$ cat src/rtl/packet_switch_allocator_if.sv
// Request/grant bundle between the input buffers, one output allocator and its crossbar select.
// Master drives requests and flit info; slave (the allocator) returns grant, transfer and status.
interface packet_switch_allocator_if #(
    parameter int N_PORTS = 5,
    parameter int LEN_W   = 12
);
    logic [N_PORTS-1:0]       req;
    logic [3*N_PORTS-1:0]     flit_id;
    logic [LEN_W*N_PORTS-1:0] length;
    logic                     out_ready;
    logic [N_PORTS-1:0]       grant;
    logic [2:0]               grant_idx;
    logic                     xfer;
    logic                     busy;
    logic                     timeout_err;

    modport master (
        output req, flit_id, length, out_ready,
        input  grant, grant_idx, xfer, busy, timeout_err
    );

    modport slave (
        input  req, flit_id, length, out_ready,
        output grant, grant_idx, xfer, busy, timeout_err
    );
endinterface

$ cat src/rtl/packet_switch_allocator.sv
// Wormhole output allocator: round-robin over head flits, grant one cycle after head req, held until tail xfer.
// out_ready=0 or a dropped req stalls xfer but keeps the lock; define PSA_WATCHDOG_EN to release stalled locks.
module packet_switch_allocator #(
    parameter int N_PORTS = 5,
    parameter int LEN_W   = 12,
    parameter int SLACK   = 4
) (
    input  logic                     clk,
    input  logic                     rst,
    packet_switch_allocator_if.slave bus
);

`ifdef PSA_WATCHDOG_EN
    typedef enum logic [1:0] {IDLE, LOCK, TOUT} state_t;
`else
    typedef enum logic [1:0] {IDLE, LOCK} state_t;
`endif

    state_t             state, state_n;
    logic [N_PORTS-1:0] grant_q, grant_n;
    logic [2:0]         idx_q, idx_n;
    logic [2:0]         rr_ptr, rr_n;
    logic [2:0]         rr_after;
    logic [N_PORTS-1:0] cand;
    logic               found;
    logic [2:0]         win;
    logic [2:0]         pos;
    logic [2:0]         g_id;
    logic [LEN_W-1:0]   win_len;
    logic               xfer;
    logic               tail_xfer;
    logic               unused_sig;

`ifdef PSA_WATCHDOG_EN
    logic [LEN_W:0]     wd_cnt, wd_cnt_n;
    logic [LEN_W:0]     wd_limit, wd_limit_n;
`endif

    // Only head flits may start a packet; a body/tail seen while idle is a stray mid-packet flit.
    always_comb begin
        cand = '0;
        for (int i = 0; i < N_PORTS; i++) begin
            cand[i] = bus.req[i] & bus.flit_id[3*i];
        end
    end

    always_comb begin
        found = 1'b0;
        win   = '0;
        pos   = '0;
        for (int k = 0; k < N_PORTS; k++) begin
            pos = (int'(rr_ptr) + k >= N_PORTS) ? 3'(int'(rr_ptr) + k - N_PORTS)
                                                : 3'(int'(rr_ptr) + k);
            if (!found && cand[pos]) begin
                found = 1'b1;
                win   = pos;
            end
        end
    end

    always_comb begin
        g_id    = '0;
        win_len = '0;
        for (int i = 0; i < N_PORTS; i++) begin
            if (idx_q == 3'(i)) g_id    = bus.flit_id[3*i +: 3];
            if (win == 3'(i))   win_len = bus.length[LEN_W*i +: LEN_W];
        end
    end

    assign rr_after  = (idx_q == 3'(N_PORTS - 1)) ? 3'd0 : idx_q + 3'd1;
    assign xfer      = (state == LOCK) & bus.req[idx_q] & bus.out_ready;
    assign tail_xfer = xfer & g_id[2];

    always_comb begin
        state_n    = state;
        grant_n    = grant_q;
        idx_n      = idx_q;
        rr_n       = rr_ptr;
`ifdef PSA_WATCHDOG_EN
        wd_cnt_n   = wd_cnt;
        wd_limit_n = wd_limit;
`endif
        case (state)
            IDLE: begin
                if (found) begin
                    state_n    = LOCK;
                    grant_n    = N_PORTS'(1) << win;
                    idx_n      = win;
`ifdef PSA_WATCHDOG_EN
                    wd_cnt_n   = '0;
                    wd_limit_n = {1'b0, win_len} + (LEN_W+1)'(SLACK);
`endif
                end
            end
            LOCK: begin
`ifdef PSA_WATCHDOG_EN
                wd_cnt_n = wd_cnt + (LEN_W+1)'(1);
`endif
                // A tail moving on the limit cycle is a normal release, so it is tested first.
                if (tail_xfer) begin
                    state_n = IDLE;
                    grant_n = '0;
                    idx_n   = '0;
                    rr_n    = rr_after;
                end
`ifdef PSA_WATCHDOG_EN
                else if (wd_cnt == wd_limit) begin
                    state_n = TOUT;
                    grant_n = '0;
                    idx_n   = '0;
                    rr_n    = rr_after;
                end
`endif
            end
`ifdef PSA_WATCHDOG_EN
            TOUT: begin
                state_n = IDLE;
            end
`endif
            default: begin
                state_n = IDLE;
                grant_n = '0;
                idx_n   = '0;
            end
        endcase
    end

    always_ff @(posedge clk or negedge rst) begin
        if (!rst) begin
            state   <= IDLE;
            grant_q <= '0;
            idx_q   <= '0;
            rr_ptr  <= '0;
        end else begin
            state   <= state_n;
            grant_q <= grant_n;
            idx_q   <= idx_n;
            rr_ptr  <= rr_n;
        end
    end

`ifdef PSA_WATCHDOG_EN
    always_ff @(posedge clk or negedge rst) begin
        if (!rst) begin
            wd_cnt   <= '0;
            wd_limit <= '0;
        end else begin
            wd_cnt   <= wd_cnt_n;
            wd_limit <= wd_limit_n;
        end
    end

    assign bus.timeout_err = (state == TOUT);
    assign unused_sig      = ^g_id[1:0];
`else
    assign bus.timeout_err = 1'b0;
    assign unused_sig      = ^{bus.length, win_len, g_id[1:0]};
`endif

    assign bus.grant     = grant_q;
    assign bus.grant_idx = idx_q;
    assign bus.busy      = (state == LOCK);
    assign bus.xfer      = xfer;

endmodule
$ cat src/flat_wrapper.sv
// flat-port wrapper written by rule: the top's interface ports become plain ports
module packet_switch_allocator_flat 
#(
    parameter int N_PORTS = 5,
    parameter int LEN_W   = 12,
    parameter int SLACK   = 4
)
  (clk, rst, bus_req, bus_flit_id, bus_length, bus_out_ready, bus_grant, bus_grant_idx, bus_xfer, bus_busy, bus_timeout_err);
  packet_switch_allocator_if #(.N_PORTS(N_PORTS), .LEN_W(LEN_W)) bus_i ();
  input  logic clk;
  input  logic rst;
  input wire logic [$bits(bus_i.req)-1:0] bus_req;
  input wire logic [$bits(bus_i.flit_id)-1:0] bus_flit_id;
  input wire logic [$bits(bus_i.length)-1:0] bus_length;
  input wire logic [$bits(bus_i.out_ready)-1:0] bus_out_ready;
  output wire logic [$bits(bus_i.grant)-1:0] bus_grant;
  output wire logic [$bits(bus_i.grant_idx)-1:0] bus_grant_idx;
  output wire logic [$bits(bus_i.xfer)-1:0] bus_xfer;
  output wire logic [$bits(bus_i.busy)-1:0] bus_busy;
  output wire logic [$bits(bus_i.timeout_err)-1:0] bus_timeout_err;
  assign bus_i.req = bus_req;
  assign bus_i.flit_id = bus_flit_id;
  assign bus_i.length = bus_length;
  assign bus_i.out_ready = bus_out_ready;
  assign bus_grant = bus_i.grant;
  assign bus_grant_idx = bus_i.grant_idx;
  assign bus_xfer = bus_i.xfer;
  assign bus_busy = bus_i.busy;
  assign bus_timeout_err = bus_i.timeout_err;
  packet_switch_allocator #(.N_PORTS(N_PORTS), .LEN_W(LEN_W), .SLACK(SLACK)) u_core (.clk(clk), .rst(rst), .bus(bus_i));
endmodule
$ cat config.mk
export PLATFORM = sky130hd
export DESIGN_NAME = packet_switch_allocator_flat
export DESIGN_NICKNAME = d
export VERILOG_FILES = /design/src/rtl/packet_switch_allocator_if.sv /design/src/rtl/packet_switch_allocator.sv /design/src/flat_wrapper.sv
export SDC_FILE = /design/constraint.sdc
export NUM_CORES = 1
export LEC_CHECK = 0
export ABC_AREA = 1
export CAP_MARGIN = 20
export CORE_AREA = 2 2 76 71
export DETAILED_ROUTE_END_ITERATION = 8
export DIE_AREA = 0 0 78 73
export PLACE_DENSITY = 0.8
export SLEW_MARGIN = 10
export SYNTH_ARGS = -nofsm -noshare
export SYNTH_HDL_FRONTEND = slang
export SYNTH_SLANG_ARGS = --single-unit
$ cat constraint.sdc
create_clock -name clk -period 2.7 [get_ports clk]
set_input_delay 0.54 -clock clk [delete_from_list [all_inputs] [get_ports clk]]
set_output_delay 0.54 -clock clk [all_outputs]
set_load 0.02 [all_outputs]
Word-level counts from Yosys, hierarchy flattened --
Cells that the tools add are included.
Word-level totals: flip-flop bits (word level) 13, latch bits 0, RAM bits 0, bits in read-only memories 0, bits of input ports 83, output and inout bits 11, word-level logic and storage cells 95, memories kept 0
Operators by class: $add $sub $neg 10, $mul 0, div/mod/pow operators 0, order comparisons 11, equal/unequal tests 7, shifts and indexed selects 1, multiplexer cells 42, bitwise logic cells 8, reductions and logical operators 12
Operators with widths (number):
- 2-to-1 mux 3 bit | 18
- < comparator 3 x 4 -> 1 bit (second input constant) | 6
- binary-select mux 1 bit (select 3 bit) | 6
- greater-or-equal comparator 4 x 3 -> 1 bit (second input constant) | 4
- subtractor 3 bit (second input constant) | 5
- 2-to-1 mux 1 bit | 11
- 2-to-1 mux 5 bit | 2
- case mux 5 bit (2 select lines) | 1
- adder 3 x 2 -> 4 bit (second input constant) | 2
- AND 1 bit | 8
- == test 3 x 2 -> 1 bit (second input constant) | 2
- case mux 3 bit (2 select lines) | 1
- left shift 1 x 3 -> 5 bit (first input constant) | 1
- adder 3 x 1 -> 4 bit (second input constant) | 1
- adder 3 x 3 -> 4 bit (second input constant) | 1
- logical AND 1 bit | 4
- logical NOT 1 bit | 4
- 2-to-1 mux 2 bit | 2
- != test 2 x 1 -> 1 bit (second input constant) | 2
- case mux 2 bit (2 select lines) | 1
- AND reduction 2 bit | 2
- adder 3 x 1 -> 3 bit (second input constant) | 1
- == test 3 x 1 -> 1 bit (second input constant) | 1
- == test 3 bit (second input constant) | 1
- 4 further kinds | 4

Longest topological paths before layout --
Gate-level depths: netlist of run 1.
word-level depth 20, gate-level depth with buffers 22, mapped depth without buffers 21

Worst setup path after synthesis of run 1 --
No wires, ideal clock.
path kind register to register, from register u_core.rr_ptr[0], to register u_core.grant_q[0] (netlist: u_core.bus.grant[0]), setup time 116 ps, arrival time 2500 ps, required time 2584 ps, path slack 83 ps, cell stages (with the launch flop) 22, buffers on the path 1, period minus slack after synthesis 2617 ps, path through dfrtp_1 > buf_6 > inv_6 > ha_1 > inv_1 > fa_1 > a21oi_2 > nand2_1 > nand2_1 > nand2_1 > nand3_1 > nand2_1 > nand2_1 > nand2_1 > inv_1 > nand2_2 > nor2_4 > nand3b_4 > nand2_1 > nor2_1 > nand2_1 > nand2_1
On the way: cells in the longest elaborated chain, start to end 20, elaborated cells between the ends (all ways) 52, classes of those cells add/sub (9); order compare (5); eq/ne (1); shift (1); mux (27); reduce/logical (9)
Ends and longest elaborated chain:
- from (decl) | line packet_switch_allocator.sv:22 | logic [2:0] rr_ptr, rr_n;
- from (signal assigned) | line packet_switch_allocator.sv:138 | rr_ptr <= rr_n;
- branches (longest 20 deep; another with adder 3 x 1 -> 4 bit)
- to (signal assigned) | line packet_switch_allocator.sv:136 | grant_q <= grant_n;
- to (decl) | line packet_switch_allocator.sv:20 | logic [N_PORTS-1:0] grant_q, grant_n;
Several ways; the timed one is not identified. The select of a mux whose other input is x is not followed. A chain may end at the register's enable or synchronous reset.

Worst setup path in the final report of run 1 --
from register u_core.rr_ptr[0], to register u_core.grant_q[2] (netlist: u_core.bus.grant[2])
The elaborated chain is that of the path after synthesis.

==> results of run 1 <==
kinds of logic (layout without fill, tap and decap cells):
logic type / Yosys count / after routing / synth area share, %
buf+inv: 39 / 76 / 9.65
fa+ha+maj: 14 / 14 / 10.7
xor+xnor: 2 / 2 / 1.46
flops: 12 / 12 / 17.5
other cells: 1 / 1 / 0.219
simple gates: 164 / 164 / 49.3
compound gates: 32 / 32 / 11.2
cell usage after synthesis (2+ instances only):
library cell  instances  area, um^2
a21oi_1               2        10.0
dfrtp_1              12         300
ha_1                 13         163
inv_1                31         116
inv_2                 4        15.0
nand2_1              77         289
nand2_2              14        87.6
nand2_4               2        22.5
nand3_1              35         175
nand3_2               7        70.1
nand3_4               2        35.0
nand4_1              11        68.8
nor2_1               12        45.0
nor2_4                2        22.5
o21ai_0               9        45.0
o21ai_1              10        50.1
o21ai_2               3        26.3
o22ai_1               2        12.5
o31ai_1               2        15.0
tightest hold or removal path: stages, from the launching register on:
cell and delay, ps:
dfrtp_1 350, nand2_1 60, nand2_1 60
cell type report:
class                      instances  share of cell area (%)
multi-input combinational        213                    60.6
timing repair buffer              36                    14.8
sequential                        12                    12.9
inverter                          37                    6.29
tap                               67                    3.60
clock buffer                       3                    1.77
state kept, by name, indices dropped and copies added, names as in the netlist:
register              flops
u_core.bus.grant          5
u_core.bus.grant_idx      3
u_core.rr_ptr             3
u_core.state              1
stage by stage:
step | worst slack, ps | area, um^2 | setup TNS, ps | std cells | util, %
3_3_place_gp | -2.96 | 2080 | -2.96 | 361 | 41.7
4_1_cts | 10.6 | 2120 | 0 | 364 | 42.4
2_1_floorplan | 83.3 | 1710 | 0 | 264 | -
6_report | 124 | 2330 | 0 | 368 | 46.5
5_1_grt | -62.0 | 2330 | -107 | 368 | 46.5
3_5_place_dp | -10.5 | 2080 | -10.5 | 361 | 41.7
worst max path at each step:
stage | slack (ps) | endpoint | start | cells past startpoint
CTS | 10 | u_core.bus.grant[2] | u_core.rr_ptr[0] | 19
detailed placement | -10 | bus_xfer | bus_req[1] | 8
global placement | -3 | bus_xfer | bus_req[1] | 8
floorplan | 80 | u_core.bus.grant[0] | u_core.rr_ptr[0] | 21
global route | -60 | u_core.bus.grant[2] | u_core.rr_ptr[0] | 18
finish | 120 | u_core.bus.grant[2] | u_core.rr_ptr[0] | 18
repair_timing:
item,4_1_cts,5_1_grt
endpoints found under the setup margin,1,9
setup buffers,0,4
resized for setup,1,50
pin swaps,0,19
layer usage:
| layer | GRT usage (%) | routed length [um] | vias up |
|---|---|---|---|
| met4 | 5.65 | 116 | 0 |
| met1 | 21.1 | 1990 | 838 |
| met2 | 28.4 | 2120 | 64 |
| met3 | 2.35 | 302 | 13 |
| met5 | 0 | 0 | - |
| li1 | - | - | 952 |
power by group through the flow:
stage / Combinational [uW] / Sequential (uW) / Clock (uW)
floorplan: 2160 / 378 / 0
global placement: 2730 / 328 / 0
detailed placement: 2800 / 328 / 0
CTS: 2810 / 327 / 164
global route: 3720 / 345 / 168
finish: 3340 / 332 / 161
==> flow_summary.json, run 1 <==
{
  "cts_sinks": 12,
  "hold_viol": 0,
  "h-tree-depth": 1,
  "synth.distinct_cells": 33,
  "yosysWarnings": 0,
  "n_antenna_cell": 0,
  "tightestPinTransition_ps": 663,
  "endpoint_kind": "flip-flop",
  "reg2reg_depth": 18,
  "grt-ovfl-total": 0,
  "status": "completed",
  "cap_violations": 0,
  "synthToLayoutAreaGrowth_pct": 36.0,
  "io_pins": 94,
  "clock_skew_ps": 0.629,
  "regArea_um2": 300,
  "drv_slew": 0,
  "antenna_found_initial": 0,
  "p_leak_uw": 0.00114,
  "path_class": "flip-flop to flip-flop",
  "grt_usage_pct": 16.4,
  "grt_pass1_wl_um": 7630,
  "multiInputGateArea_mm2": 0.00141,
  "remaining_drc_errors": 0,
  "drive_gt1_share_pct": 29.6,
  "first_global_vias": 1819,
  "die_h_um": 73,
  "vdd_drop_max_mv": 0.600,
  "port_buffers": 27,
  "setup.worst_path.start_class": "flip-flop",
  "hold_buffers": 0,
  "tritoncts": "yes",
  "synth-seq-area-share_pct": 17.5,
  "coreArea_mm2": 0.00500,
  "clkPwrFrac_pct": 4.2,
  "cp_top_family": "simple AND/OR/NAND/NOR gates",
  "cp_slowest_cell": "fa_2",
  "hp-start": "u_core.bus.grant[0]",
  "nets": 400,
  "min_period_over_period_pct": 95.4,
  "ys.flop_type": "dfrtp_1",
  "crit_fanout": 5,
  "drt_iter0_markers": 105,
  "synth.net_count": 361,
  "crit_arrival_ps": 2750,
  "clk_pin_slew_ps": 50,
  "most-common-layout-cells": "63 x nand2_1, 33 x nand3_1, 27 x inv_1, 27 x nand2_2, 26 x clkdlybuf4s50_1",
  "num_rows": 25,
  "min_to": "u_core.bus.grant[0]",
  "critPathMaxStageDelay_ps": 430,
  "setup_viol": 0,
  "pwr-share-comb_pct": 87.1,
  "drt_first_pass_iters": 4,
  "hold_ws_ps": 493,
  "synth_cells": 264,
  "path_cells": "clkinv_4 > ha_4 > inv_2 > fa_2 > a21oi_4 > buf_4 > nand2_1 > o21ai_0 > nand3_1 > nand2_1 > nand2_1 > nand2_2 > nand3_2 > nor2_1 > nor2_2 > nand3_4 > nand2_2 > o21ai_2",
  "route.detailed.wl_per_inst_um": 12.3,
  "synth_edf_count": 0,
  "grt_start_max_net_pins": 14,
  "globalplace.congestion": 0.872,
  "finalPower_uw": 3830,
  "mappedNetlistArea_mm2": 0.00171,
  "dp_hpwl_um": 3620,
  "root_buffer": "clkbuf_8",
  "worstPathRequired_ps": 2870,
  "intPower_uw": 1620,
  "switchingPower_uw": 2210,
  "clk_latency_ps": 240,
  "initial_core_util_pct": 34.2,
  "async_reset_ff_share_pct": 100,
  "fp.dieArea_mm2": 0.00569,
  "min_path_cells": 2,
  "p_seq_share_pct": 8.7,
  "clock.fmax_mhz": 388,
  "slew_headroom_pct": 55.5,
  "final_common_cell": "nand2_1",
  "crit_path_frequent_cell": "nand2_1",
  "antenna_left": 0,
  "reg2reg_slack_ps": 120,
  "reg2reg_from": "u_core.rr_ptr[0]",
  "vias": 1867,
  "cellPowerDensity_mw_per_mm2": 1650,
  "ys_ff_latch": 12,
  "fillers": 528,
  "reg2reg_to": "u_core.bus.grant[2]",
  "critPathBufInv": 3,
  "min_period_ps": 2580,
  "p_sw_share_pct": 57.7,
  "numCtsBuffers": 3,
  "synth.avg_cell_area_um2": 6.48,
  "fp.dieW_um": 78,
  "routed_wl_um": 4520,
  "hp-class": "flip-flop to flip-flop",
  "clock_path_buffers": 2,
  "vias_per_cell": 5.07
}
No activity file was read; power rests on OpenSTA's default activity.
==> run 2: changes to the inputs <==
Settings changed: ABC_AREA 1 to unset, CORE_AREA 2 2 76 71 to 2 2 77 71, DIE_AREA 0 0 78 73 to 0 0 79 73, PLACE_DENSITY 0.8 to 0.79.
==> run 2 against run 1 <==
The run now ends with negative setup slack left; utilization grew 13 points; first-iteration DRC count up 35%; global-route usage rose by 4.9 points; maximum frequency fell by 16%; critical path type unchanged.
==> flow_summary.json, run 2 <==
{
  "status": "complete, but fails checks",
  "violations": "negative setup slack",
  "most-common-layout-cells": "81 x buf_4, 26 x nand2_1, 26 x clkdlybuf4s50_1",
  "numCtsBuffers": 3,
  "grt_start_max_net_pins": 13,
  "route.detailed.wl_per_inst_um": 16.4,
  "synth.net_count": 313,
  "rsz0062_at_grt": "true",
  "setup_tns_ps": -2370,
  "synth_top_cell_by_area": "dfrtp_1",
  "synth_edf_count": 0,
  "hold_buffers": 0,
  "nets": 423,
  "async_reset_ff_share_pct": 100,
  "synth-seq-area-share_pct": 17.3,
  "min_period_over_period_pct": 113,
  "dp_hpwl_um": 4550,
  "antenna_left": 0,
  "reg2reg_slack_ps": -350,
  "ys_ff_latch": 12,
  "crit_arrival_ps": 3230,
  "hp-start": "u_core.bus.grant[0]",
  "slew_headroom_pct": 64.3,
  "clock_path_buffers": 2,
  "crit_fanout": 5,
  "clock_skew_ps": 0.615,
  "synth.avg_cell_area_um2": 8.03,
  "min_period_ps": 3050,
  "grt_usage_pct": 21.3,
  "routed_wl_um": 6440,
  "setup.worst_path.start_class": "flip-flop",
  "tritoncts": "yes",
  "io_pins": 94,
  "clk_latency_ps": 240,
  "vdd_drop_max_mv": 0.857,
  "final_common_cell": "buf_4",
  "die_h_um": 73,
  "tightestPinTransition_ps": 533,
  "drv_slew": 0,
  "remaining_drc_errors": 0,
  "drt_iter0_markers": 142,
  "cts_sinks": 12,
  "ys.flop_type": "dfrtp_1",
  "hold_viol": 0,
  "hold_ws_ps": 475,
  "hp-class": "flip-flop to flip-flop",
  "largest_register_ffs": 5,
  "fp.dieArea_mm2": 0.00577,
  "cap_violations": 0,
  "synthToLayoutAreaGrowth_pct": 73.3,
  "globalplace.congestion": 0.907,
  "worstPathRequired_ps": 2880,
  "h-tree-depth": 1,
  "fin_ws_ps": -350,
  "p_leak_uw": 0.00130,
  "reg2reg_depth": 11,
  "yosysMostFrequentCell": "nand2_1",
  "reg2reg_from": "u_core.rr_ptr[0]",
  "endpoint_kind": "flip-flop",
  "reg2reg_to": "u_core.bus.grant[3]",
  "fp.dieW_um": 79,
  "clk_pin_slew_ps": 50,
  "min_to": "u_core.bus.grant[0]",
  "num_rows": 25,
  "synth_cells": 216,
  "synth_area_leaders": "dfrtp_1 17%, ha_1 9.4%, nand2_1 6.3%, a21oi_1 5.5%, mux4_2 5.2%",
  "drive_gt1_share_pct": 44.0,
  "grt_pass1_wl_um": 9830,
  "drt_first_pass_iters": 4,
  "coreArea_mm2": 0.00507,
  "post-place-ws_ps": -447,
  "synth.distinct_cells": 56,
  "root_buffer": "clkbuf_8",
  "min_path_cells": 2,
  "clock.fmax_mhz": 328,
  "vias_per_cell": 5.56,
  "vias": 2181,
  "path_class": "flip-flop to flip-flop",
  "setup_viol": 9,
  "n_antenna_cell": 0,
  "antenna_found_initial": 0,
  "synth_commonest_cells": "29 x nand2_1, 19 x a21oi_1, 13 x ha_1, 13 x o21ai_0",
  "initial_core_util_pct": 34.2,
  "cellPowerDensity_mw_per_mm2": 1720,
  "yosysWarnings": 0,
  "mappedNetlistArea_mm2": 0.00174,
  "first_global_vias": 2144,
  "yosysTopAreaCellShare_pct": 17.3,
  "port_buffers": 27,
  "grt-ovfl-total": 0
}
-- run 2: changes by cell type after synthesis, sizes merged, moves of 7 or more --
| cell | previous run | this run |
|---|---|---|
| a21oi | 3 | 21 |
| nand4 | 11 | 1 |
| and2 | 0 | 9 |
| a21o | 0 | 7 |
| nand2 | 93 | 29 |
| nand3 | 44 | 12 |
| inv | 37 | 11 |
-- run 2: per-layer routing --
| metal | wire length, um | track usage, % | up-vias |
|---|---|---|---|
| li1 | - | - | 1035 |
| met1 | 2640 | 26.4 | 1051 |
| met2 | 3310 | 39.4 | 78 |
| met3 | 351 | 2.35 | 17 |
| met4 | 150 | 5.56 | 0 |
| met5 | 0 | 0 | - |
-- run 2: metrics by stage --
step | total power (uW) | area [um^2] | cells | util, %
after CTS | 4770 | 2900 | 387 | 57.2
after floorplan | 2570 | 1810 | 216 | -
after global placement | 3990 | 2680 | 379 | 52.9
after global routing | 5490 | 3010 | 392 | 59.3
after detailed placement | 4110 | 2680 | 379 | 52.9
final | 5160 | 3010 | 392 | 59.3
-- run 2: area by class of cell --
| cell class | instances | area [um^2] |
|---|---|---|
| clock buffers | 4 | 55.1 |
| fillers | 410 | 2060 |
| inverters | 11 | 48.8 |
| multi-input cells | 184 | 1570 |
| flip-flops and latches | 12 | 303 |
| well taps | 67 | 83.8 |
| repair buffers | 114 | 946 |
-- run 2: cell families after synthesis --
group | synth area share (%)
AO/OA/AOI/OAI | 35.0
AND/OR/NAND/NOR | 22.4
buffers and inverters | 5.55
adder cells (fa/ha/maj) | 10.5
flip-flops | 17.3
multiplexers | 8.08
XOR/XNOR | 1.01
other | 0.216
-- run 2: power by group --
group          switching [uW]  total [uW]  leakage [uW]  internal (uW)
registers                 107         361      0.000153            254
clock network            66.8         196     0.0000288            129
logic                    2270        4600       0.00111           2330
total                    2450        5160       0.00130           2710
-- run 2: worst max-delay path by stage --
stage	start	to	cells after the start
2_1_floorplan	u_core.rr_ptr[1]	u_core.bus.grant[2]	13
3_3_place_gp	bus_req[0]	u_core.bus.grant[0]	10
3_5_place_dp	bus_req[2]	u_core.bus.grant[3]	10
4_1_cts	u_core.rr_ptr[1]	u_core.bus.grant[3]	13
5_1_grt	u_core.rr_ptr[0]	u_core.bus.grant[3]	15
6_report	u_core.rr_ptr[0]	u_core.bus.grant[3]	11
-- run 2: timing repair --
action	CTS	global route
endpoints found under the setup margin	10	10
resized for setup	28	16
buffers inserted	5	5
hold endpoints to repair	0	0
pin swaps	12	10
cloned	0	0
-- run 2: critical path, cell delays in order (launching register included) --
cell       delay, ps
dfrtp_2          410
inv_4             60
buf_6            110
ha_4             300
mux4_2           530
o2111ai_2        240
o311ai_2         170
nor3_2           190
and2_4           200
o211ai_1         230
a211oi_4         360
a22o_1           180
==> run 3: changes to the inputs <==
Settings changed: SKIP_CTS_REPAIR_TIMING set to 1.
==> run 3 against run 2 <==
The flow still finishes with violations (negative setup slack); critical endpoint unchanged; non-clock buffer count shrank 4; cell area fell by 4.2%; sequential cell count unchanged; routed wire length down 4.1%; critical path depth unchanged; worst setup slack gained 9.2 ps; sequential power fell by 2%; die area stayed put; sequential share of layout area increased by 0.45 points; final cell count is 1.0% lower; largest cell class unchanged; utilization down 2.5 points.
==> flow_summary.json, run 3 (synthesized netlist as in run 2, its figures left out) <==
{
  "h-tree-depth": 1,
  "vias": 2174,
  "status": "complete, but fails checks",
  "crit_fanout": 9,
  "hold_ws_ps": 479,
  "routed_wl_um": 6180,
  "min_period_over_period_pct": 113,
  "crit_arrival_ps": 3220,
  "cap_violations": 0,
  "drt_iter0_markers": 136,
  "placement.cell_area_mm2": 0.00268,
  "final_util_pct": 56.8,
  "grt_pass1_wl_um": 9290,
  "numCtsBuffers": 3,
  "setup.worst_path.start_class": "flip-flop",
  "fp.dieArea_mm2": 0.00577,
  "cellPowerDensity_mw_per_mm2": 1680,
  "most-common-layout-cells": "82 x buf_4, 29 x nand2_1, 26 x clkdlybuf4s50_1",
  "rsz0062_at_grt": "true",
  "fp.dieW_um": 79,
  "drv_slew": 0,
  "remaining_drc_errors": 0,
  "setup_viol": 9,
  "dp_hpwl_um": 4550,
  "clk_pin_slew_ps": 50,
  "path_class": "flip-flop to flip-flop",
  "coreArea_mm2": 0.00507,
  "largest_register_ffs": 5,
  "n_antenna_cell": 0,
  "root_buffer": "clkbuf_8",
  "cp_slowest_cell": "dfrtp_2",
  "antenna_left": 0,
  "violations": "negative setup slack",
  "grt_start_max_net_pins": 13,
  "fin_ws_ps": -341,
  "hold_viol": 0,
  "cp_top_family": "compound AO/OA/AOI/OAI gates",
  "antenna_found_initial": 0,
  "critPathBufInv": 1,
  "port_buffers": 27,
  "hp-class": "flip-flop to flip-flop",
  "clock_path_buffers": 2,
  "fin_area_mm2": 0.00288,
  "vdd_drop_max_mv": 0.889,
  "initial_core_util_pct": 34.2,
  "drt_first_pass_iters": 5,
  "route.detailed.wl_per_inst_um": 15.9,
  "critPathMaxStageDelay_ps": 440,
  "tightestPinTransition_ps": 499,
  "path_cells": "buf_4 > ha_1 > a221oi_2 > o2111ai_1 > o2111ai_4 > o311ai_4 > nor3_2 > and2_4 > o211ai_1 > a211oi_4 > a22o_1",
  "endpoint_kind": "flip-flop",
  "num_rows": 25,
  "grt_usage_pct": 20.0,
  "slew_headroom_pct": 66.6,
  "first_global_vias": 2071,
  "globalplace.congestion": 0.907,
  "clk_latency_ps": 240,
  "vias_per_cell": 5.60,
  "clock.fmax_mhz": 329,
  "drive_gt1_share_pct": 39.6,
  "grt-ovfl-total": 0,
  "io_pins": 94,
  "synthToLayoutAreaGrowth_pct": 65.9,
  "tritoncts": "yes",
  "die_h_um": 73,
  "worstPathRequired_ps": 2880,
  "min_period_ps": 3040,
  "nets": 419,
  "clock_skew_ps": 3.19,
  "cts_sinks": 12,
  "final_common_cell": "buf_4",
  "p_leak_uw": 0.00127,
  "fillers": 435
}
run 3: cell types whose count changed in the layout (fill, tap and decap cells not counted), moves of 2 or more:
| cell | change |
|---|---|
| buf_6 | -5 |
| nand3_2 | -2 |
| nand2_1 | +3 |
| o21ai_0 | +2 |
| a221oi_2 | +2 |
| o21ai_2 | -3 |
| nand2_2 | -3 |
| nand3_1 | +2 |
| a221oi_4 | -2 |
run 3: worst paths after layout:
kind	slack (ps)	to	depth (start not counted)	startpoint
worst max register to register	-340	u_core.bus.grant[3]	11	u_core.rr_ptr[0]
max in group asynchronous	1700	u_core.rr_ptr[1]	1	rst
worst min-delay path	480	u_core.bus.grant[0]	2	u_core.bus.grant[0]
worst min register to register	480	u_core.bus.grant[0]	2	u_core.bus.grant[0]
min in group asynchronous	630	u_core.bus.grant_idx[1]	1	rst
worst max-delay path	-340	u_core.bus.grant[3]	11	u_core.rr_ptr[0]
run 3: per-stage QoR:
step | cells | setup TNS, ps | power, uW | worst slack, ps
CTS | 383 | -2990 | 4350 | -410
floorplan | 216 | -1970 | 2570 | -279
finish | 388 | -2280 | 4840 | -341
detailed placement | 379 | -3480 | 4110 | -447
global route | 388 | -3500 | 5160 | -473
global placement | 379 | -3110 | 3990 | -404
run 3: worst min-delay path: stages (launching register included):
cell and delay [ps]:
dfrtp_1 330, nand2_1 60, o41ai_2 50
run 3: metal layers:
metal	vias up	share of wire, %	GRT usage (%)
met5	-	0	0
met4	0	1.4	5.56
met3	14	7.8	2.35
met2	99	52	36.5
met1	1031	39	25.1
li1	1030	-	-
run 3: layout make-up:
class	instances	area, um^2	area share [%]
Inverter	11	48.8	1.69
Sequential cell	12	303	10.5
Tap cell	67	83.8	2.91
Timing Repair Buffer	110	900	31.2
Multi-Input combinational cell	184	1490	51.7
Clock buffer	4	55.1	1.91
run 3: report_power, final:
| part | switching, uW | internal, uW |
|---|---|---|
| clock network | 66.5 | 129 |
| logic | 2130 | 2160 |
| registers | 101 | 254 |
